**config.mk**
```make
export PLATFORM = sky130hd
export DESIGN_NAME = operand_fetch
export DESIGN_NICKNAME = d
export VERILOG_FILES = /design/src/rtl/operand_fetch_pkg.sv /design/src/rtl/operand_fetch_reg_file.sv /design/src/rtl/operand_fetch.sv
export SDC_FILE = /design/constraint.sdc
export NUM_CORES = 2
export LEC_CHECK = 0
export CAP_MARGIN = 10
export CORE_ASPECT_RATIO = 1.75
export CORE_UTILIZATION = 55
export CTS_CLUSTER_DIAMETER = 200
export DETAILED_ROUTE_END_ITERATION = 16
export PLACE_DENSITY = 0.72
export SYNTH_ARGS = -nofsm -noshare
export SYNTH_HDL_FRONTEND = slang
export SYNTH_SLANG_ARGS = --single-unit
```
**constraint.sdc**
```tcl
create_clock -name clk -period 2.76 [get_ports clk]
set_input_delay 0.414 -clock clk [delete_from_list [all_inputs] [get_ports clk]]
set_output_delay 0.414 -clock clk [all_outputs]
set_load 0.005 [all_outputs]
```
**src/rtl/operand_fetch_pkg.sv**
```systemverilog
// rtl/operand_fetch_pkg.sv - shared constants and ALU op codes for operand fetch
package operand_fetch_pkg;

  localparam int XLEN = 32;

  localparam logic [6:0] OP_R   = 7'b0110011;
  localparam logic [6:0] OP_IMM = 7'b0010011;
  localparam logic [6:0] OP_LUI = 7'b0110111;

  localparam logic [2:0] F3_SLL = 3'b001;
  localparam logic [2:0] F3_SR  = 3'b101;

  typedef enum logic [3:0] {
    ALU_ADD  = 4'b0000,
    ALU_SLL  = 4'b0001,
    ALU_SLT  = 4'b0010,
    ALU_SLTU = 4'b0011,
    ALU_XOR  = 4'b0100,
    ALU_SRL  = 4'b0101,
    ALU_OR   = 4'b0110,
    ALU_AND  = 4'b0111,
    ALU_SUB  = 4'b1000,
    ALU_SRA  = 4'b1101
  } alu_op_e;

  // Shift-immediates carry a 5-bit shamt rather than a 12-bit immediate.
  function automatic logic is_shift(input logic [2:0] funct3);
    return (funct3 == F3_SLL) || (funct3 == F3_SR);
  endfunction

endpackage

```
**src/rtl/operand_fetch_reg_file.sv**
```systemverilog
// rtl/operand_fetch_reg_file.sv - 2R1W register file, async reads, x0 hardwired to zero
module reg_file #(
  parameter int XLEN = 32,
  parameter int NREG = 32
) (
  input  logic            clk,
  input  logic            rst_n,
  input  logic            we_i,
  input  logic [4:0]      waddr_i,
  input  logic [XLEN-1:0] wdata_i,
  input  logic [4:0]      raddr_a_i,
  input  logic [4:0]      raddr_b_i,
  output logic [XLEN-1:0] rdata_a_o,
  output logic [XLEN-1:0] rdata_b_o
);

  logic [XLEN-1:0] regs_q [NREG];

  always_ff @(posedge clk or negedge rst_n) begin
    if (!rst_n) begin
      for (int i = 0; i < NREG; i++) regs_q[i] <= '0;
    end else if (we_i && (waddr_i != 5'd0)) begin
      regs_q[waddr_i] <= wdata_i;
    end
  end

  assign rdata_a_o = (raddr_a_i == 5'd0) ? '0 : regs_q[raddr_a_i];
  assign rdata_b_o = (raddr_b_i == 5'd0) ? '0 : regs_q[raddr_b_i];

endmodule

```
**src/rtl/operand_fetch.sv**
```systemverilog
// rtl/operand_fetch.sv - decode RV32I ALU instructions and fetch operands into a 1-deep output stage
module operand_fetch #(
  parameter int XLEN = operand_fetch_pkg::XLEN,
  parameter int NREG = 32
) (
  input  logic            clk,
  input  logic            rst_n,
  input  logic            in_valid,
  output logic            in_ready,
  input  logic [31:0]     instr,
  input  logic            flush,
  input  logic            wb_en,
  input  logic [4:0]      wb_rd,
  input  logic [XLEN-1:0] wb_data,
  output logic            out_valid,
  input  logic            out_ready,
  output logic [XLEN-1:0] valA,
  output logic [XLEN-1:0] valB,
  output logic [3:0]      operacion,
  output logic [4:0]      rd,
  output logic            rd_we,
  output logic            illegal
);
  import operand_fetch_pkg::*;

  logic [6:0] opcode;
  logic [2:0] funct3;
  logic [6:0] funct7;
  logic [4:0] rs1, rs2, dst;

  assign opcode = instr[6:0];
  assign dst    = instr[11:7];
  assign funct3 = instr[14:12];
  assign rs1    = instr[19:15];
  assign rs2    = instr[24:20];
  assign funct7 = instr[31:25];

  logic [XLEN-1:0] rf_a, rf_b;

  reg_file #(.XLEN(XLEN), .NREG(NREG)) u_rf (
    .clk       (clk),
    .rst_n     (rst_n),
    .we_i      (wb_en),
    .waddr_i   (wb_rd),
    .wdata_i   (wb_data),
    .raddr_a_i (rs1),
    .raddr_b_i (rs2),
    .rdata_a_o (rf_a),
    .rdata_b_o (rf_b)
  );

  logic            dec_legal, dec_a_reg, dec_b_reg;
  logic [3:0]      dec_op;
  logic [XLEN-1:0] dec_imm_b;

  always_comb begin
    dec_legal = 1'b0;
    dec_a_reg = 1'b0;
    dec_b_reg = 1'b0;
    dec_op    = ALU_ADD;
    dec_imm_b = '0;
    case (opcode)
      OP_R: begin
        dec_legal = (funct7 == 7'b0000000) ||
                    ((funct7 == 7'b0100000) && ((funct3 == 3'b000) || (funct3 == F3_SR)));
        dec_a_reg = 1'b1;
        dec_b_reg = 1'b1;
        dec_op    = {instr[30], funct3};
      end
      OP_IMM: begin
        dec_legal = 1'b1;
        dec_a_reg = 1'b1;
        if (is_shift(funct3)) begin
          dec_imm_b = XLEN'(instr[24:20]);
          dec_op    = {(funct3 == F3_SR) ? instr[30] : 1'b0, funct3};
        end else begin
          dec_imm_b = XLEN'($signed(instr[31:20]));
          dec_op    = {1'b0, funct3};
        end
      end
      OP_LUI: begin
        dec_legal = 1'b1;
        dec_imm_b = XLEN'($signed({instr[31:12], 12'h000}));
      end
      default: dec_legal = 1'b0;
    endcase
  end

  // Same-cycle writeback bypass so an accepted instruction never sees a stale register.
  logic            wb_live;
  logic [XLEN-1:0] opnd_a, opnd_b;

  assign wb_live = wb_en && (wb_rd != 5'd0);
  assign opnd_a  = !dec_a_reg ? '0 : (wb_live && (wb_rd == rs1)) ? wb_data : rf_a;
  assign opnd_b  = !dec_b_reg ? dec_imm_b : (wb_live && (wb_rd == rs2)) ? wb_data : rf_b;

  logic            out_valid_q, illegal_q, rd_we_q, a_reg_q, b_reg_q;
  logic [XLEN-1:0] val_a_q, val_b_q;
  logic [3:0]      op_q;
  logic [4:0]      rd_q, rs1_q, rs2_q;
  logic            accept;

  assign in_ready = !out_valid_q || out_ready;
  assign accept   = in_valid && in_ready && !flush;

  always_ff @(posedge clk or negedge rst_n) begin
    if (!rst_n) begin
      out_valid_q <= 1'b0;
      illegal_q   <= 1'b0;
      rd_we_q     <= 1'b0;
      rd_q        <= '0;
      val_a_q     <= '0;
      val_b_q     <= '0;
      op_q        <= ALU_ADD;
      rs1_q       <= '0;
      rs2_q       <= '0;
      a_reg_q     <= 1'b0;
      b_reg_q     <= 1'b0;
    end else begin
      illegal_q <= 1'b0;
      if (flush) begin
        out_valid_q <= 1'b0;
      end else if (accept) begin
        out_valid_q <= dec_legal;
        illegal_q   <= !dec_legal;
        if (dec_legal) begin
          val_a_q <= opnd_a;
          val_b_q <= opnd_b;
          op_q    <= dec_op;
          rd_q    <= dst;
          rd_we_q <= (dst != 5'd0);
          rs1_q   <= rs1;
          rs2_q   <= rs2;
          a_reg_q <= dec_a_reg;
          b_reg_q <= dec_b_reg;
        end
      end else if (out_valid_q && out_ready) begin
        out_valid_q <= 1'b0;
      end else if (out_valid_q && wb_live) begin
        // Held operands track writebacks to the registers they were read from.
        if (a_reg_q && (wb_rd == rs1_q)) val_a_q <= wb_data;
        if (b_reg_q && (wb_rd == rs2_q)) val_b_q <= wb_data;
      end
    end
  end

  assign out_valid = out_valid_q;
  assign illegal   = illegal_q;
  assign valA      = val_a_q;
  assign valB      = val_b_q;
  assign operacion = op_q;
  assign rd        = rd_q;
  assign rd_we     = rd_we_q;

endmodule

```
* After elaboration in Yosys (flattened, before gate mapping)
Cells that the tools add are included.
Widths: inputs -> output; s select.
** Storage, ports and cells
- Output and inout bits :: 77
- Flip-flop bits (word level) :: 1112
- Logic and storage cells :: 134
** Operators by class
- Multiplexer cells :: 38
- Eq/ne operators :: 12
- Bitwise gates (word level) :: 4
- $lt $le $gt $ge :: 4
- Reduce and logical (&&, ||, !) cells :: 33
** Operators by type and width (count)
- $bwmux 1024 :: 1
- $mux 32 :: 22
- $bmux 32 s5 :: 2
- $demux 32 s5 :: 1
- $pmux 32 s2 :: 1
- $eq 7x6->1 const B :: 3
- $eq 5x5->1 :: 4
- $ge 6x6->1 const B :: 3
- $not 5->6 :: 3
- $logic_and 1x1->1 :: 11
- $logic_not 5->1 :: 2
- $reduce_and 5->1 :: 2
- $reduce_bool 5->1 :: 2
- $mux 1 :: 8
- $pmux 4 s2 :: 1
- $eq 7x5->1 const B :: 1
- $logic_not 7->1 :: 1
- $lt 6x1->1 const B :: 1
- $reduce_bool 2->1 :: 3
- $logic_or 1x1->1 :: 4
- $mux 4 :: 1
- $ne 2x2->1 const B :: 2
- $reduce_or 2->1 :: 2
- $eq 3x1->1 const B :: 1
- other kinds (7) :: 9

* Depth between registers and ports, before layout
- Depth after elaboration :: 9
- Mapped depth :: 11
- Depth with buffers taken out :: 6

* Cells and area by module
Synthesis repeated with hierarchy kept, for this count alone.
** Unflattened totals
- Cell total of the unflattened synthesis :: 4258
- Area total of the unflattened synthesis :: 59739.8 µm²
** By module, submodules not included
- reg_file :: area each 54299.6 µm², sequential area each 25624.6 µm², times used 1, cells each 3664
- operand_fetch :: area each 5440.2 µm², sequential area each 2202.1 µm², times used 1, cells each 594

* Worst setup path before layout
Ideal clock, no wire load.
- Path kind :: input-to-reg
- Start :: input instr[16]
- End :: register val_a_q[10] (netlist: valA[10])
- Data arrival time :: 2.416 ns
- Required time :: 2.634 ns
- Cell stages on the path :: 8
- Path slack :: 0.218 ns
- Cell sequence :: buf_2 buf_2 buf_1 mux4_2 mux2_2 a2111oi_0 nor4_1 a221o_1
** On the way
- Longest elaborated chain between the ends :: 9
** Ends and longest elaborated chain
- start, declared :: RTL line operand_fetch.sv:10 : input logic [31:0] instr,
- $not 5->6 (implied by the code) :: RTL line operand_fetch_reg_file.sv:27 : assign rdata_a_o = (raddr_a_i == 5'd0) ? '0 : regs_q[raddr_a_i];
- $bmux 32 s5 :: RTL line operand_fetch_reg_file.sv:27
- $mux 32 (implied by the code) (2 in a row) :: RTL line operand_fetch_reg_file.sv:27
- $mux 32 :: RTL line operand_fetch_reg_file.sv:27
- $mux 32 * (2 in a row) :: RTL line operand_fetch.sv:94 : assign opnd_a = !dec_a_reg ? '0 : (wb_live && (wb_rd == rs1)) ? wb_data : rf_a;
- $mux 32 * :: RTL line operand_fetch.sv:126 : if (dec_legal) begin
- $mux 32 * :: RTL line operand_fetch.sv:123 : end else if (accept) begin
- end signal, assigned :: RTL line operand_fetch.sv:127 : val_a_q <= opnd_a;
- end signal, assigned :: RTL line operand_fetch.sv:141 : if (a_reg_q && (wb_rd == rs1_q)) val_a_q <= wb_data;
- end, declared :: RTL line operand_fetch.sv:98 : logic [XLEN-1:0] val_a_q, val_b_q;
Every way passes the cells marked *; elsewhere a longest branch is shown, timed or not. The select of a mux whose other input is x is not followed.
A chain may end at the register's enable or synchronous reset.

* Worst setup path in the final report
- Start :: input instr[24]
- End :: register val_b_q[22] (netlist: valB[22])
** On the way
- Longest elaborated chain between the ends :: 9
** Ends and longest elaborated chain
- $not 5->6 (implied by the code) :: RTL line operand_fetch_reg_file.sv:28 : assign rdata_b_o = (raddr_b_i == 5'd0) ? '0 : regs_q[raddr_b_i];
- $bmux 32 s5 :: RTL line operand_fetch_reg_file.sv:28
- $mux 32 (implied by the code) (2 in a row) :: RTL line operand_fetch_reg_file.sv:28
- $mux 32 :: RTL line operand_fetch_reg_file.sv:28
- $mux 32 * (2 in a row) :: RTL line operand_fetch.sv:95 : assign opnd_b = !dec_b_reg ? dec_imm_b : (wb_live && (wb_rd == rs2)) ? wb_data : rf_b;
- $mux 32 * :: RTL line operand_fetch.sv:126
- $mux 32 * :: RTL line operand_fetch.sv:123
- end signal, assigned :: RTL line operand_fetch.sv:128 : val_b_q <= opnd_b;
- end signal, assigned :: RTL line operand_fetch.sv:142 : if (b_reg_q && (wb_rd == rs2_q)) val_b_q <= wb_data;
- end, declared :: RTL line operand_fetch.sv:98
Marks and branches as above.

==> flow_metrics.py <==
metrics = {
    "logic_synthesis": {
        "synth_edf_count": 0,
        "synth_cell_types": 63,
        "synth_compound_area_share_pct": 5.64,
        "yosysSeqAreaShare_pct": 47.3,
        "synthCells": 4084,
        "synth_warnings": 0,
        "ys_async_sr_fraction_pct": 100,
        "synth-simple-area-share_pct": 2.61,
        "syn_area_per_cell_um2": 14.4,
        "muxShareOfSynthArea_pct": 40.8,
        "ys.flop_type": "dfrtp_1",
        "synth_xor_area_share_pct": 0.312,
        "synthAdderAreaFrac_pct": 0,
        "ys_ff_latch": 1112,
        "syn_nets": 4159,
        "synth_top_family_by_area": "multiplexers",
        "syn_area_um2": 58900,
    },
    "floorplanning": {
        "io_pins": 152,
        "rows": 158,
        "core-area_um2": 106000,
        "dieArea_um2": 108000,
        "start_util_pct": 55.6,
        "die_h_um": 435,
        "die_w_um": 249,
    },
    "place": {
        "dpl_worst_slack_ns": -0.937,
        "post-dp-hpwl_um": 138000,
        "place.gp.congestion": 0.943,
        "dpl_cell_area_um2": 65500,
        "io_buffers": 151,
    },
    "timing": {
        "grt_setup_unrepaired": "false",
        "final-setup-viol-count": 5,
        "hold_viol_final": 0,
        "fin_skew_ns": 0.0254,
        "setup_tns_ns": -0.330,
        "final_max_slew_viol_count": 0,
        "worstMarginPinSlew_ns": 0.938,
        "fin_hold_ws_ns": 0.189,
        "relSlewSlack_pct": 37.0,
        "max_freq_mhz": 349,
        "setup_slack_ns": -0.106,
        "timing.final.crit_share_pct": 104,
        "period_minus_slack_ns": 2.87,
    },
    "critical_path": {
        "rrSetupSlack_ns": 0.08,
        "worstPathArrival_ns": 3.47,
        "r2r-start": "out_valid",
        "reg2reg_to": "valB[11]",
        "critPathKind": "input pin to flip-flop",
        "crit_end": "valB[22]",
        "startpoint": "instr[24]",
        "cp-start-kind": "input pin",
        "end_kind": "flip-flop",
        "required_ns": 3.37,
        "crit_fanout": 9,
        "worstRegToRegCells": 8,
    },
    "drt": {
        "vias": 41800,
        "wl_per_cell_um": 35.6,
        "final_antenna_net_count": 0,
        "routed_via_density": 7.16,
        "wirelength_um": 208000,
        "drt-pass1-iter-count": 8,
        "post-route-drc-count": 0,
        "drtIter0Drc": 4646,
    },
    "status": {
        "status": "finished with violations",
        "violations": "negative setup slack",
    },
    "global_routing": {
        "grt_use_total_pct": 38.9,
        "grt_pass1_wl_um": 303000,
        "grt_max_degree": 113,
        "antenna_found_initial": 7,
        "grt_pass1_vias": 43700,
        "grt_overflow": 0,
    },
    "cts": {
        "clk_pin_slew_worst_paths_ns": 0.07,
        "cts_setup_buffers": 0,
        "cts_root_buf": "clkbuf_16",
        "cts_inserted_buffers": 102,
        "tritoncts": "done",
        "htreeDepth": 3,
        "clk_latency_ns": 0.76,
        "cts_sinks": 1112,
        "cts.path.max_buffers": 3,
    },
    "power": {
        "leakage_nw": 30.2,
        "peakVddDrop_mv": 0.548,
        "power_density_nw_per_um2": 677,
        "finalPower_mw": 46.7,
    },
    "hold_path": {
        "min_path_type": "input pin to asynchronous set/reset pin",
    },
    "job": {
        "cap_violations": 0,
    },
    "layout": {
        "layout.nets": 4459,
        "layout_commonest_cell": "dfrtp_1",
        "seq_area_um2": 27800,
        "layout_common_cells": "dfrtp_1 (1112), mux2_2 (1045), mux4_2 (445)",
        "multi_input_area_um2": 29300,
        "area_growth_pct": 17.3,
        "drive_gt1_share_pct": 49.8,
        "final_cell_area_um2": 69100,
        "fill_cells": 7643,
    },
}
-- Yosys cell counts, types with 12 or more instances --
cell,count,area [um2]
a2111oi_0,19,166
a21boi_0,12,90.1
a21oi_1,59,295
a221o_1,31,310
a221oi_1,25,219
a22o_1,24,210
a22oi_1,85,638
a31oi_1,20,125
buf_1,73,274
buf_2,83,415
buf_4,31,233
clkbuf_1,269,1010
dfrtp_1,1112,27800
mux2_2,1045,11800
mux2i_1,220,2200
mux4_2,445,10000
nand2_1,67,251
nand3_1,12,60.1
nand3b_1,13,97.6
nor2_1,68,255
nor2b_1,21,131
nor3_1,41,205
nor4_1,27,169
o21ai_0,70,350
o21bai_1,13,97.6
o22ai_1,63,394
xnor2_1,16,140
-- per-layer routing --
metal	GRT usage [%]	routed length (um)
met5	0	47
met4	31.3	19200
met2	61.8	99300
met1	45.5	71200
met3	8.80	18100
-- sequential cells by signal, summed over array words and instances, names as in the netlist --
| name | count |
|---|---|
| b_reg_q | 1 |
| rd | 5 |
| u_rf.regs_q | 1024 |
| out_valid | 1 |
| rd_we | 1 |
| operacion | 4 |
| valB | 32 |
| rs2_q | 5 |
| illegal | 1 |
| a_reg_q | 1 |
| rs1_q | 5 |
| valA | 32 |
-- where the power goes --
group	switching [mW]	internal [mW]	total, mW
registers	2.39	19.2	21.6
clock network	6.71	8.48	15.2
logic	4.07	5.88	9.95
-- area by class of cell --
cell class | instances | area share (%)
multi-input cells | 2503 | 42.4
flip-flops and latches | 1112 | 40.3
repair buffers | 656 | 9.69
clock buffers | 148 | 4.31
well taps | 1360 | 2.46
clock inverters | 42 | 0.795
inverters | 9 | 0.0489
diodes | 4 | 0.0145
-- how the worst min path moves through the flow --
stage	from	endpoint	slack [ns]	cells past startpoint
after detailed placement	rst_n	u_rf.regs_q[619]	0.36	1
final	rst_n	u_rf.regs_q[587]	0.19	2
after floorplan	rst_n	a_reg_q	0.12	0
after CTS	rst_n	u_rf.regs_q[587]	0.17	2
after global routing	rst_n	u_rf.regs_q[587]	0.19	2
after global placement	rst_n	u_rf.regs_q[587]	0.36	1
-- critical path: stages --
cell	delay, ns
clkdlybuf4s50_1	0.61
xnor2_1	0.43
o2111ai_1	0.21
buf_4	0.19
o21ai_4	0.25
buf_4	0.35
a21oi_1	0.15
a221oi_1	0.68
a21oi_1	0.16
-- timing repair --
| action | CTS | global route |
|---|---|---|
| endpoints found under the setup margin | 2 | 0 |
| hold endpoints to repair | 45 | 0 |
| hold buffers | 1 | 0 |
| resized for setup | 3 | 0 |
-- cell families after synthesis --
family          after synthesis
xor+xnor                     21
buf+inv                     469
compound gates              471
simple gates                301
flops                      1112
mux                        1710
-- through the flow --
step	std cells	utilization [%]
2_1_floorplan	4084	-
5_1_grt	5832	65.2
3_5_place_dp	5639	61.8
4_1_cts	5830	65.2
6_report	5834	65.2
3_3_place_gp	5639	61.8
Note: power is estimated with default switching activity, not from simulation.
